### src/rtl/gcd_pkg.sv
// Shared constants for the subtract-based GCD controller and its datapath.
// State encoding, operand-mux select values and operand width.
package gcd_pkg;

  localparam int GCD_W = 4;

  localparam logic SEL_EXT = 1'b0;
  localparam logic SEL_SUB = 1'b1;

  typedef enum logic [2:0] {
    IDLE = 3'd0,
    LOAD = 3'd1,
    CMP  = 3'd2,
    SUBX = 3'd3,
    SUBY = 3'd4,
    DONE = 3'd5,
    ERR  = 3'd6
  } state_t;

endpackage

### src/rtl/gcd_ctrl.sv
// Control FSM for the 4-bit subtract-based GCD datapath: drives operand muxes
// and load enables, consumes compare flags, flags zero operands and timeouts.
//
//   state | meaning
//   IDLE  | waiting for go
//   LOAD  | capture external operands into x and y, clear iter
//   CMP   | evaluate eq/lt/zero and choose the next step
//   SUBX  | x <= x - y, iter += 1
//   SUBY  | y <= y - x, iter += 1
//   DONE  | load result register from x, one-cycle done pulse
//   ERR   | zero operand or timeout; err held until the next go
module gcd_ctrl
  import gcd_pkg::*;
#(
  parameter int ITER_W   = 4,
  parameter int MAX_ITER = 15
) (
  input  logic              clk,
  input  logic              rst,
  input  logic              go,
  input  logic              eq,
  input  logic              lt,
  input  logic              zero,
  output logic              x_sel,
  output logic              y_sel,
  output logic              x_ld,
  output logic              y_ld,
  output logic              out_ld,
  output logic              busy,
  output logic              done,
  output logic              err,
  output logic [ITER_W-1:0] iter
);

  // MAX_ITER must stay below 2**ITER_W so the counter can never wrap.
  localparam logic [ITER_W-1:0] MAX_ITER_V = ITER_W'(MAX_ITER);

  state_t state;
  state_t state_nxt;

  always_ff @(posedge clk) begin
    if (rst) begin
      state <= IDLE;
    end else begin
      state <= state_nxt;
    end
  end

  always_comb begin
    state_nxt = state;
    unique case (state)
      IDLE: if (go) state_nxt = LOAD;
      LOAD: state_nxt = CMP;
      CMP: begin
        if (zero)                    state_nxt = ERR;
        else if (eq)                 state_nxt = DONE;
        else if (iter == MAX_ITER_V) state_nxt = ERR;
        else if (lt)                 state_nxt = SUBY;
        else                         state_nxt = SUBX;
      end
      SUBX: state_nxt = CMP;
      SUBY: state_nxt = CMP;
      DONE: state_nxt = go ? LOAD : IDLE;
      ERR:  if (go) state_nxt = LOAD;
      default: state_nxt = IDLE;
    endcase
  end

  always_comb begin
    x_sel  = SEL_EXT;
    y_sel  = SEL_EXT;
    x_ld   = 1'b0;
    y_ld   = 1'b0;
    out_ld = 1'b0;
    busy   = 1'b0;
    done   = 1'b0;
    err    = 1'b0;
    unique case (state)
      IDLE: ;
      LOAD: begin
        x_ld = 1'b1;
        y_ld = 1'b1;
        busy = 1'b1;
      end
      CMP: busy = 1'b1;
      SUBX: begin
        x_sel = SEL_SUB;
        x_ld  = 1'b1;
        busy  = 1'b1;
      end
      SUBY: begin
        y_sel = SEL_SUB;
        y_ld  = 1'b1;
        busy  = 1'b1;
      end
      DONE: begin
        out_ld = 1'b1;
        done   = 1'b1;
      end
      ERR: err = 1'b1;
      default: ;
    endcase
  end

  // iter holds in IDLE/DONE/ERR so the last run's count stays observable.
  always_ff @(posedge clk) begin
    if (rst) begin
      iter <= '0;
    end else begin
      unique case (state)
        LOAD:       iter <= '0;
        SUBX, SUBY: iter <= iter + 1'b1;
        default:    iter <= iter;
      endcase
    end
  end

endmodule

### config.mk
export PLATFORM = sky130hd
export DESIGN_NAME = gcd_ctrl
export DESIGN_NICKNAME = d
export VERILOG_FILES = /design/src/rtl/gcd_pkg.sv /design/src/rtl/gcd_ctrl.sv
export SDC_FILE = /design/constraint.sdc
export NUM_CORES = 1
export LEC_CHECK = 0
export BUFFER_PORTS_ARGS = -buffer_cell sky130_fd_sc_hd__buf_4
export CAP_MARGIN = 20
export CORE_MARGIN = 4
export CORE_UTILIZATION = 25
export DETAILED_ROUTE_END_ITERATION = 12
export HOLD_SLACK_MARGIN = 0.05
export SLEW_MARGIN = 20
export SYNTH_ARGS = -nofsm -noshare
export SYNTH_HDL_FRONTEND = slang
export SYNTH_SLANG_ARGS = --single-unit
export TNS_END_PERCENT = 30
### constraint.sdc
create_clock -name clk -period 4.2 [get_ports clk]
set_input_delay 1.26 -clock clk [delete_from_list [all_inputs] [get_ports clk]]
set_output_delay 1.26 -clock clk [all_outputs]
set_load 0.005 [all_outputs]
Word level (Yosys, flattened, before mapping)
Index checks and enable logic that the tools add are counted.
Cells by class
  add/sub/neg operators: 1
  multiplexer cells: 15
  reductions and logical operators: 8
  equal/unequal tests: 8
Operators by type and width (number)
  $mux 3: 5
  $pmux 3 s4: 1
  $eq 3x3->1 const B: 3
  $mux 1: 8
  $pmux 4 s2: 1
  $reduce_or 2->1: 4
  $eq 3x2->1 const B: 2
  $add 4x1->4 const B: 1
  $eq 4x4->1 const B: 1
  $reduce_or 4->1: 1
  $eq 3x1->1 const B: 1
  $logic_not 3->1: 1
  $reduce_or 3->1: 1
  $ne 2x1->1 const B: 1
  $reduce_bool 2->1: 1
Storage, ports and cells
  input port bits: 6
  logic and storage cells: 34
  output and inout bits: 12
  flip-flop bits (word level): 7

Logic depth before layout (Yosys ltp)
Gate-level depths: netlist of the first run.
  depth after elaboration: 5
  gate-level depth with buffers: 5
  depth with buffers taken out: 4

Least setup slack after synthesis of the first run
Ideal clock, no wire load.
  path kind: register -> output
  from: register state[1]
  to: output port out_ld
  data required time: 2.940 ns
  arrival: 1.033 ns
  cell stages (with the launch flop): 5
  setup slack: 1.907 ns
  path buffers: 3
  cells stage by stage: dfxtp_1 > buf_2 > clkbuf_1 > and3b_1 > buf_4
Between the ends
  longest elaborated chain between the ends: 2
Ends and longest elaborated chain
  start, declared: line gcd_ctrl.sv:38  | state_t state;
  start signal, assigned: line gcd_ctrl.sv:45  | state <= state_nxt;
  $eq 3x3->1
  $mux 1
  end, declared: line gcd_ctrl.sv:28  | output logic out_ld,
No other way between the ends.

Final worst setup path of the first run
  from: register state[2]
  to: output port y_sel
Between the ends
  longest elaborated chain between the ends: 2
Ends and longest elaborated chain
  $eq 3x3->1: line gcd_ctrl.sv:78  | unique case (state)
  $mux 1: line gcd_ctrl.sv:78
  end, declared: line gcd_ctrl.sv:25  | output logic y_sel,
No other way between the ends.

==> impl_metrics.csv, run 1 <==
group,metric,value,unit
synthesis,yosys.area_share.adder,2.36,%
global_routing,antenna_found_initial,0,
clock_tree,cts-resized-gates,0,
timing,worstMarginPinSlew,0.538,ns
place,dp_slack,1.67,ns
power,leakage,0.277,nW
layout,fillers,213,
hold_path,min_path_type,"reg2reg",
synthesis,synth_top_area_share,26.5,%
timing,whs,0.554,ns
synthesis,synth-xor-area-share,1.65,%
synthesis,yosys_warnings,0,
synthesis,synth_ff_type,"dfxtp_1",
detailed_routing,drt-initial-drc-count,15,
setup_path,cp_data_required_time,2.94,ns
detailed_routing,vias,522,
layout,design_area,679,sq um
synthesis,yosysUniqueCellTypes,35,
synthesis,async_flop_share,0,%
place,place.gp.congestion,0.673,
timing,fin_crit_sh,66.6,%
synthesis,ys_ff_latch,7,
clock_tree,clock_latency,0.26,ns
synthesis,synth_nets,69,
clock_tree,cts_buffer_depth,2,
detailed_routing,avgViaCountPerCell,5.02,
timing,fin_ws,1.40,ns
timing,slew_violations,0,
synthesis,syn_area,529,sq um
synthesis,synth_compound_area_share,30.0,%
floorplanning,die_w,54.0,microns
synthesis,avgSynthCellArea,8.54,sq um
layout,syn_to_final_growth,28.4,%
run,cap_violations,0,
synthesis,yosysSeqAreaShare,26.5,%
timing,finalCriticalPeriod,2.80,ns
power,powerDensity,444,nW/um^2
clock_tree,cts_tree,"built",
global_routing,grt_pass1_vias,406,
run_status,status,"finished, final reports clean",
synthesis,synth_edf_count,0,
setup_path,path_max_fanout,18,
global_routing,track_usage,10.0,%
detailed_routing,wl_per_cell,12.1,microns
layout,final_cells,104,
floorplanning,boundaryPins,18,
timing,skew,0.000507,ns
clock_tree,path_clk_slew,0.06,ns
clock_tree,clock-sinks,7,
detailed_routing,totalWireLength,1.26,mm
synthesis,synth_top_family_by_area,"simple AND/OR/NAND/NOR gates",
setup_path,critPathCaptureType,"output pin",
synthesis,synth-simple-area-share,31.7,%
floorplanning,rows,16,
clock_tree,numCtsBuffers,3,
layout,drive_gt1_share,32.5,%
detailed_routing,drc,0,
timing,rsz0062_at_grt,"false",
timing,max_freq,357,MHz
place,place_area,653,sq um
layout,antennaDiodeCount,0,
layout,nets,85,
global_routing,grt_pass1_wl,2.01,mm
floorplanning,die_area,2920,sq um
timing,relSlewSlack,64.1,%
setup_path,worstPathArrival,1.54,ns
synthesis,netlist_instances,62,
clock_tree,h-tree-depth,1,
floorplanning,start_util,26.7,%
synthesis,synth.top_cells.by_area,"dfxtp_1 (26%), a2111oi_2 (5.7%), and2_1 (4.7%)",
global_routing,grt_max_degree,20,
place,dpl.hpwl,898,microns
timing,final.setup.tns,0,ns
timing,setup_violations,0,
setup_path,startpoint_type,"register",
floorplanning,floorplan.die.height,54.0,microns
global_routing,overflow,0,
clock_tree,holdBufCountCts,0,
synthesis,yosysTopAreaCell,"dfxtp_1",
place,placedCellCount,100,
place,numPortBuffers,17,
setup_path,crit_type,"reg2out",
floorplanning,placeableCoreArea,1980,sq um
detailed_routing,final_antenna_net_count,0,
timing,hold_viol,0,
synthesis,synth.area.mux_share,0,%
clock_tree,root_buffer,"clkbuf_4",
detailed_routing,firstDrtPassIters,5,
power,vdd_drop_max,0.126,mV
clock_tree,post_cts_buffers,0,
==> critical path, cell delays in order, from the launching register on <==
cell     delay, ns
dfxtp_1       0.66
nor2b_1       0.33
nor2b_1       0.17
buf_4         0.12
==> where the power goes <==
part | internal [W] | switching (W) | total [W]
logic | 0.0000732 | 0.0000514 | 0.000125
clock network | 0.0000365 | 0.0000291 | 0.0000656
registers | 0.0000774 | 0.0000340 | 0.000111
==> cell type report <==
type / instances / area, sq um / share of cell area (%)
multi-input combinational: 48 / 348 / 51.2
sequential: 7 / 140 / 20.6
timing repair buffer: 17 / 128 / 18.8
tap: 27 / 33.8 / 4.97
clock buffer: 4 / 26.3 / 3.87
inverter: 1 / 3.75 / 0.552
==> cells in the final DEF (no fill, tap or decap), types with 3 or more instances in the layout <==
cell type | netlist | final
dfxtp_1 | 7 | 7
buf_4 | 1 | 17
nand2b_1 | 3 | 3
a31oi_1 | 3 | 3
clkbuf_4 | 0 | 3
and2_1 | 4 | 4
o21ai_0 | 3 | 3
nor2b_1 | 4 | 4
==> cell families (layout without fill, tap and decap cells) <==
kind of cell,after synthesis,count (layout)
buffers and inverters,7,22
and+or+nand+nor,26,26
xor gates and xnor gates,1,1
DFF,7,7
AOI/OAI and AO/OA,20,20
adders and majority gates,1,1
==> worst paths after layout <==
path / startpoint / end / slack [ns] / cells after the start
max reg2reg: state[2] / iter[2] / 2.60 / 3
min reg2reg: iter[0] / iter[0] / 0.55 / 1
min: iter[0] / iter[0] / 0.55 / 1
max: state[2] / y_sel / 1.40 / 3
==> registers in the layout, summed over array words and instances (netlist names) <==
name   count
iter       4
state      3
==> cells in the mapped netlist, types with 2 or more instances <==
cell,instances
a2111oi_2,2
a211oi_1,2
a21oi_1,2
a311oi_1,2
a31oi_1,3
and2_1,4
and3_1,2
buf_2,3
dfxtp_1,7
nand2_1,2
nand2b_1,3
nor2_1,2
nor2b_1,4
o21ai_0,3
==> metrics by stage <==
stage	total power (W)	util, %
after global routing	0.000329	34.3
after detailed placement	0.000238	33.0
after global placement	0.000236	33.0
after CTS	0.000305	34.3
final	0.000302	34.3
after floorplan	0.000194	-
==> layer usage <==
metal	track usage, %	up-vias	share of wire (%)
met5	0	-	0
met3	4.99	2	6.7
li1	-	269	-
met4	4.98	0	1.5
met1	13.8	233	48
met2	12.5	18	44
Power figures use the tool's default switching activity.
==> run 2, diff against run 1 <==
- clock period: 4.2 -> 2.4 ns (I/O delays scaled with it)
==> run 2 against run 1 <==
First-iteration DRC count down 27%. Combinational power up 110%. Critical endpoint unchanged. Largest cell class unchanged. Worst hold slack worse by 0.010 ns. Sequential power up 50%. Global-route usage up 0.16 points. Cell count up 2.9%. Register-to-register slack worse by 1.7 ns. Clock skew up 0.0018 ns. Total power up 79%.
==> impl_metrics.csv, run 2 (same netlist as run 1, synthesis figures left out) <==
group,metric,value,unit
setup_path,worstPathArrival,1.35,ns
setup_path,startpoint_type,"register",
setup_path,path_max_fanout,11,
setup_path,worst_path_most_repeated_cell,"nor2b_1",
floorplanning,floorplan.die.height,54.0,microns
clock_tree,clock_latency,0.25,ns
run,cap_violations,0,
floorplanning,boundaryPins,18,
setup_path,cp_slowest_cell,"dfxtp_1",
global_routing,grt_max_degree,12,
floorplanning,placeableCoreArea,1980,sq um
global_routing,track_usage,10.2,%
timing,setup_violations,0,
timing,rsz0062_at_grt,"false",
setup_path,cp_data_required_time,1.68,ns
floorplanning,rows,16,
clock_tree,numCtsBuffers,3,
detailed_routing,final_antenna_net_count,0,
power,leakage,0.292,nW
layout,final_common_cell,"buf_4",
layout,syn_to_final_growth,32.6,%
layout,design_area,702,sq um
floorplanning,die_w,54.0,microns
clock_tree,root_buffer,"clkbuf_4",
hold_path,min-delay-start,"iter[0]",
hold_path,min_path_type,"reg2reg",
timing,slew_violations,0,
clock_tree,cts_buffer_depth,2,
clock_tree,holdBufCountCts,0,
global_routing,antenna_found_initial,0,
timing,relSlewSlack,74.7,%
power,powerDensity,770,nW/um^2
clock_tree,path_clk_slew,0.05,ns
hold_path,hold_end,"iter[0]",
clock_tree,clock-sinks,7,
hold_path,hold-path-cell-count,1,
timing,hold_viol,0,
run_status,status,"finished, final reports clean",
setup_path,critPathMaxStageDelay,0.49,ns
layout,nets,88,
setup_path,r2r_setup_slack,0.92,ns
setup_path,r2r_start,"state[2]",
setup_path,crit_type,"reg2out",
detailed_routing,drc,0,
global_routing,grt_pass1_wl,2.10,mm
layout,largest_register,"iter",
detailed_routing,drt-initial-drc-count,11,
clock_tree,cts-resized-gates,0,
layout,drive_gt1_share,35.0,%
detailed_routing,totalWireLength,1.27,mm
detailed_routing,avgViaCountPerCell,4.98,
timing,final.setup.tns,0,ns
detailed_routing,vias,533,
timing,finalCriticalPeriod,2.07,ns
layout,final_cell_mix,"buf_4 (20), dfxtp_1 (7), nor2b_1 (4), and2_1 (4)",
floorplanning,die_area,2920,sq um
place,numPortBuffers,17,
timing,fin_crit_sh,86.4,%
place,place.gp.congestion,0.756,
timing,worstMarginPinSlew,0.379,ns
detailed_routing,firstDrtPassIters,4,
layout,largest_reg_flops,4,
layout,antennaDiodeCount,0,
layout,seq_area,140,sq um
layout,multi_input_area,348,sq um
layout,largestRegisters,"iter (4), state (3)",
clock_tree,cts_tree,"built",
timing,skew,0.00234,ns
place,place_area,676,sq um
clock_tree,post_cts_buffers,0,
global_routing,grt_pass1_vias,473,
detailed_routing,wl_per_cell,11.8,microns
setup_path,critPathCaptureType,"output pin",
setup_path,r2r-end,"iter[2]",
place,dpl.hpwl,970,microns
setup_path,cp_cell_sequence,"nor2b_1 > nor2b_1 > buf_4",
setup_path,rr_worst_depth,4,
timing,max_freq,482,MHz
global_routing,overflow,0,
layout,fillers,215,
floorplanning,start_util,26.7,%
power,vdd_drop_max,0.413,mV
clock_tree,h-tree-depth,1,
==> run 2: cell count changes in the layout (fill, tap and decap cells not counted) <==
| cell | previous run | this run |
|---|---|---|
| buf_4 | 17 | 20 |
==> run 2: metrics by stage <==
step,total power [W],util [%],setup slack (ns),instances,hold slack [ns]
after floorplan,0.000340,-,0.647,62,0.496
after global placement,0.000434,34.1,0.647,103,0.533
after detailed placement,0.000434,34.1,0.596,103,0.524
after CTS,0.000547,35.4,0.314,107,0.543
after global routing,0.000587,35.4,0.196,107,0.556
final,0.000541,35.4,0.326,107,0.544
==> run 2: layer usage <==
metal / wire length, microns / GRT usage (%)
met1: 584 / 13.3
met5: 0 / 0
met2: 563 / 13.3
met4: 29 / 5.39
met3: 90 / 5.26
==> run 2: final cells by class <==
cell class | count | area share (%)
multi-input cells | 48 | 49.6
repair buffers | 20 | 21.4
flip-flops and latches | 7 | 20.0
well taps | 27 | 4.81
clock buffers | 4 | 3.74
inverters | 1 | 0.535
==> run 2: how the worst max path moves through the flow <==
stage | end | slack [ns] | startpoint
floorplan | out_ld | 0.65 | state[1]
global placement | y_ld | 0.65 | state[0]
detailed placement | y_sel | 0.60 | state[2]
CTS | y_sel | 0.31 | state[2]
global route | y_sel | 0.20 | state[2]
finish | y_sel | 0.33 | state[2]
==> run 2: critical path, delay by kind of cell (launching register included) <==
kind          cells  cell delay, ns
flops             1            0.49
simple gates      2            0.49
buf+inv           1            0.11
==> run 2: power by group <==
group | internal [W] | leakage (nW) | switching [W]
Clock | 0.0000636 | 0.0150 | 0.0000459
Sequential | 0.000136 | 0.0570 | 0.0000317
Combinational | 0.000143 | 0.220 | 0.000120
Total | 0.000343 | 0.292 | 0.000198
==> run 3, diff against run 2 <==
- CORE_AREA: default -> 4 4 41 43
- CORE_MARGIN: 4 -> default
- CORE_UTILIZATION: 25 -> default
- DIE_AREA: default -> 0 0 45 47
- PLACE_DENSITY: default -> 0.68
- RECOVER_POWER: default -> 25
==> run 3 against run 2 <==
Core utilization grew 17 points. Non-clock buffer count shrank 1. Fmax is 5.5% lower. Wire length is 2.1% higher. First-iteration DRC count rose by 18%. Combinational power down 6%. Via count rose by 1.3%. Total power fell by 1.6%. Highest routed layer unchanged.
==> impl_metrics.csv, run 3 (same netlist as run 1, synthesis figures left out) <==
group,metric,value,unit
power,powerDensity,787,nW/um^2
place,numPortBuffers,17,
place,placedCellCount,90,
clock_tree,cts_tree,"built",
power,vdd_drop_max,0.342,mV
setup_path,rr_worst_depth,4,
power,total_power,0.000532,W
place,dpl.hpwl,980,microns
layout,syn_to_final_growth,27.7,%
timing,slew_violations,0,
detailed_routing,wl_per_cell,13.8,microns
floorplanning,die_w,45,microns
clock_tree,cts_buffer_depth,2,
detailed_routing,drc,0,
floorplanning,floorplan.die.height,47,microns
clock_tree,post_cts_buffers,0,
timing,max_freq,456,MHz
detailed_routing,final_antenna_net_count,0,
timing,relSlewSlack,67.6,%
setup_path,critPathMaxStageDelay,0.44,ns
timing,skew,0.000676,ns
run,cap_violations,0,
detailed_routing,firstDrtPassIters,4,
detailed_routing,totalWireLength,1.29,mm
timing,hold_viol,0,
layout,antennaDiodeCount,0,
timing,setup_violations,0,
global_routing,grt_pass1_vias,494,
power,leakage,0.283,nW
clock_tree,clock_latency,0.25,ns
floorplanning,rows,13,
timing,fin_crit_sh,91.4,%
layout,largest_register,"iter",
setup_path,cp_data_required_time,1.68,ns
global_routing,grt_pass1_wl,2.14,mm
detailed_routing,avgViaCountPerCell,5.74,
clock_tree,h-tree-depth,1,
floorplanning,boundaryPins,18,
layout,final_cells,94,
layout,final_common_cell,"buf_4",
timing,finalCriticalPeriod,2.19,ns
layout,largest_reg_flops,4,
global_routing,track_usage,14.3,%
floorplanning,start_util,40.7,%
layout,largestRegisters,"iter (4), state (3)",
hold_path,hold-path-cell-count,1,
setup_path,worstPathArrival,1.47,ns
clock_tree,root_buffer,"clkbuf_4",
place,place_area,653,sq um
floorplanning,placeableCoreArea,1300,sq um
layout,design_area,676,sq um
setup_path,crit_type,"reg2out",
layout,final_cell_mix,"buf_4 (18), dfxtp_1 (7), nor2b_1 (4), and2_1 (4)",
clock_tree,clock-sinks,7,
clock_tree,numCtsBuffers,3,
clock_tree,cts-resized-gates,0,
timing,final.setup.tns,0,ns
floorplanning,die_area,2120,sq um
setup_path,path_max_fanout,14,
timing,rsz0062_at_grt,"false",
setup_path,cp_slowest_cell,"dfxtp_1",
timing,worstMarginPinSlew,0.486,ns
global_routing,antenna_found_initial,0,
setup_path,critPathCaptureType,"output pin",
global_routing,overflow,0,
clock_tree,path_clk_slew,0.05,ns
detailed_routing,vias,540,
detailed_routing,drt-initial-drc-count,13,
global_routing,grt_max_degree,17,
place,place.gp.congestion,0.783,
setup_path,cp_cell_sequence,"clkbuf_1 > and3b_1 > buf_4",
run_status,status,"finished, final reports clean",
hold_path,min_path_type,"reg2reg",
setup_path,startpoint_type,"register",
layout,drive_gt1_share,32.9,%
layout,nets,87,
clock_tree,holdBufCountCts,0,
-- run 3: layout make-up --
| cell class | instances | area [sq um] |
|---|---|---|
| Fill cell | 143 | 626 |
| Sequential cell | 7 | 140 |
| Timing Repair Buffer | 19 | 139 |
| Multi-Input combinational cell | 48 | 348 |
| Clock buffer | 4 | 26.3 |
| Tap cell | 15 | 18.8 |
| Inverter | 1 | 3.75 |
-- run 3: worst paths after layout --
path	startpoint	slack, ns	to
setup / recovery	state[2]	0.21	done
hold / removal	iter[0]	0.53	iter[0]
setup reg to reg	state[2]	0.60	iter[3]
hold reg to reg	iter[0]	0.53	iter[0]
-- run 3: where the power goes --
part / switching [W] / internal, W
logic: 0.000113 / 0.000135
clock network: 0.0000447 / 0.0000635
registers: 0.0000401 / 0.000136
-- run 3: worst max-delay path, delay by kind of cell (launching register included) --
| kind | cells | cell delay [ns] |
|---|---|---|
| AND/OR/NAND/NOR | 1 | 0.25 |
| buffers and inverters | 2 | 0.53 |
| flip-flops | 1 | 0.44 |
-- run 3: layer usage --
metal | GRT usage, % | part of all wire, % | vias up
met5 | 0 | 0 | -
met1 | 17.1 | 48 | 245
met2 | 21.2 | 44 | 15
li1 | - | - | 273
met3 | 6.13 | 5.3 | 7
met4 | 8.77 | 3.2 | 0
-- run 3: stage by stage --
stage | hold WS [ns] | util [%] | worst slack (ns)
2_1_floorplan | 0.496 | - | 0.647
3_3_place_gp | 0.529 | 50.2 | 0.549
3_5_place_dp | 0.527 | 50.2 | 0.482
4_1_cts | 0.538 | 52.2 | 0.219
5_1_grt | 0.584 | 51.9 | 0.0804
6_report | 0.530 | 51.9 | 0.206
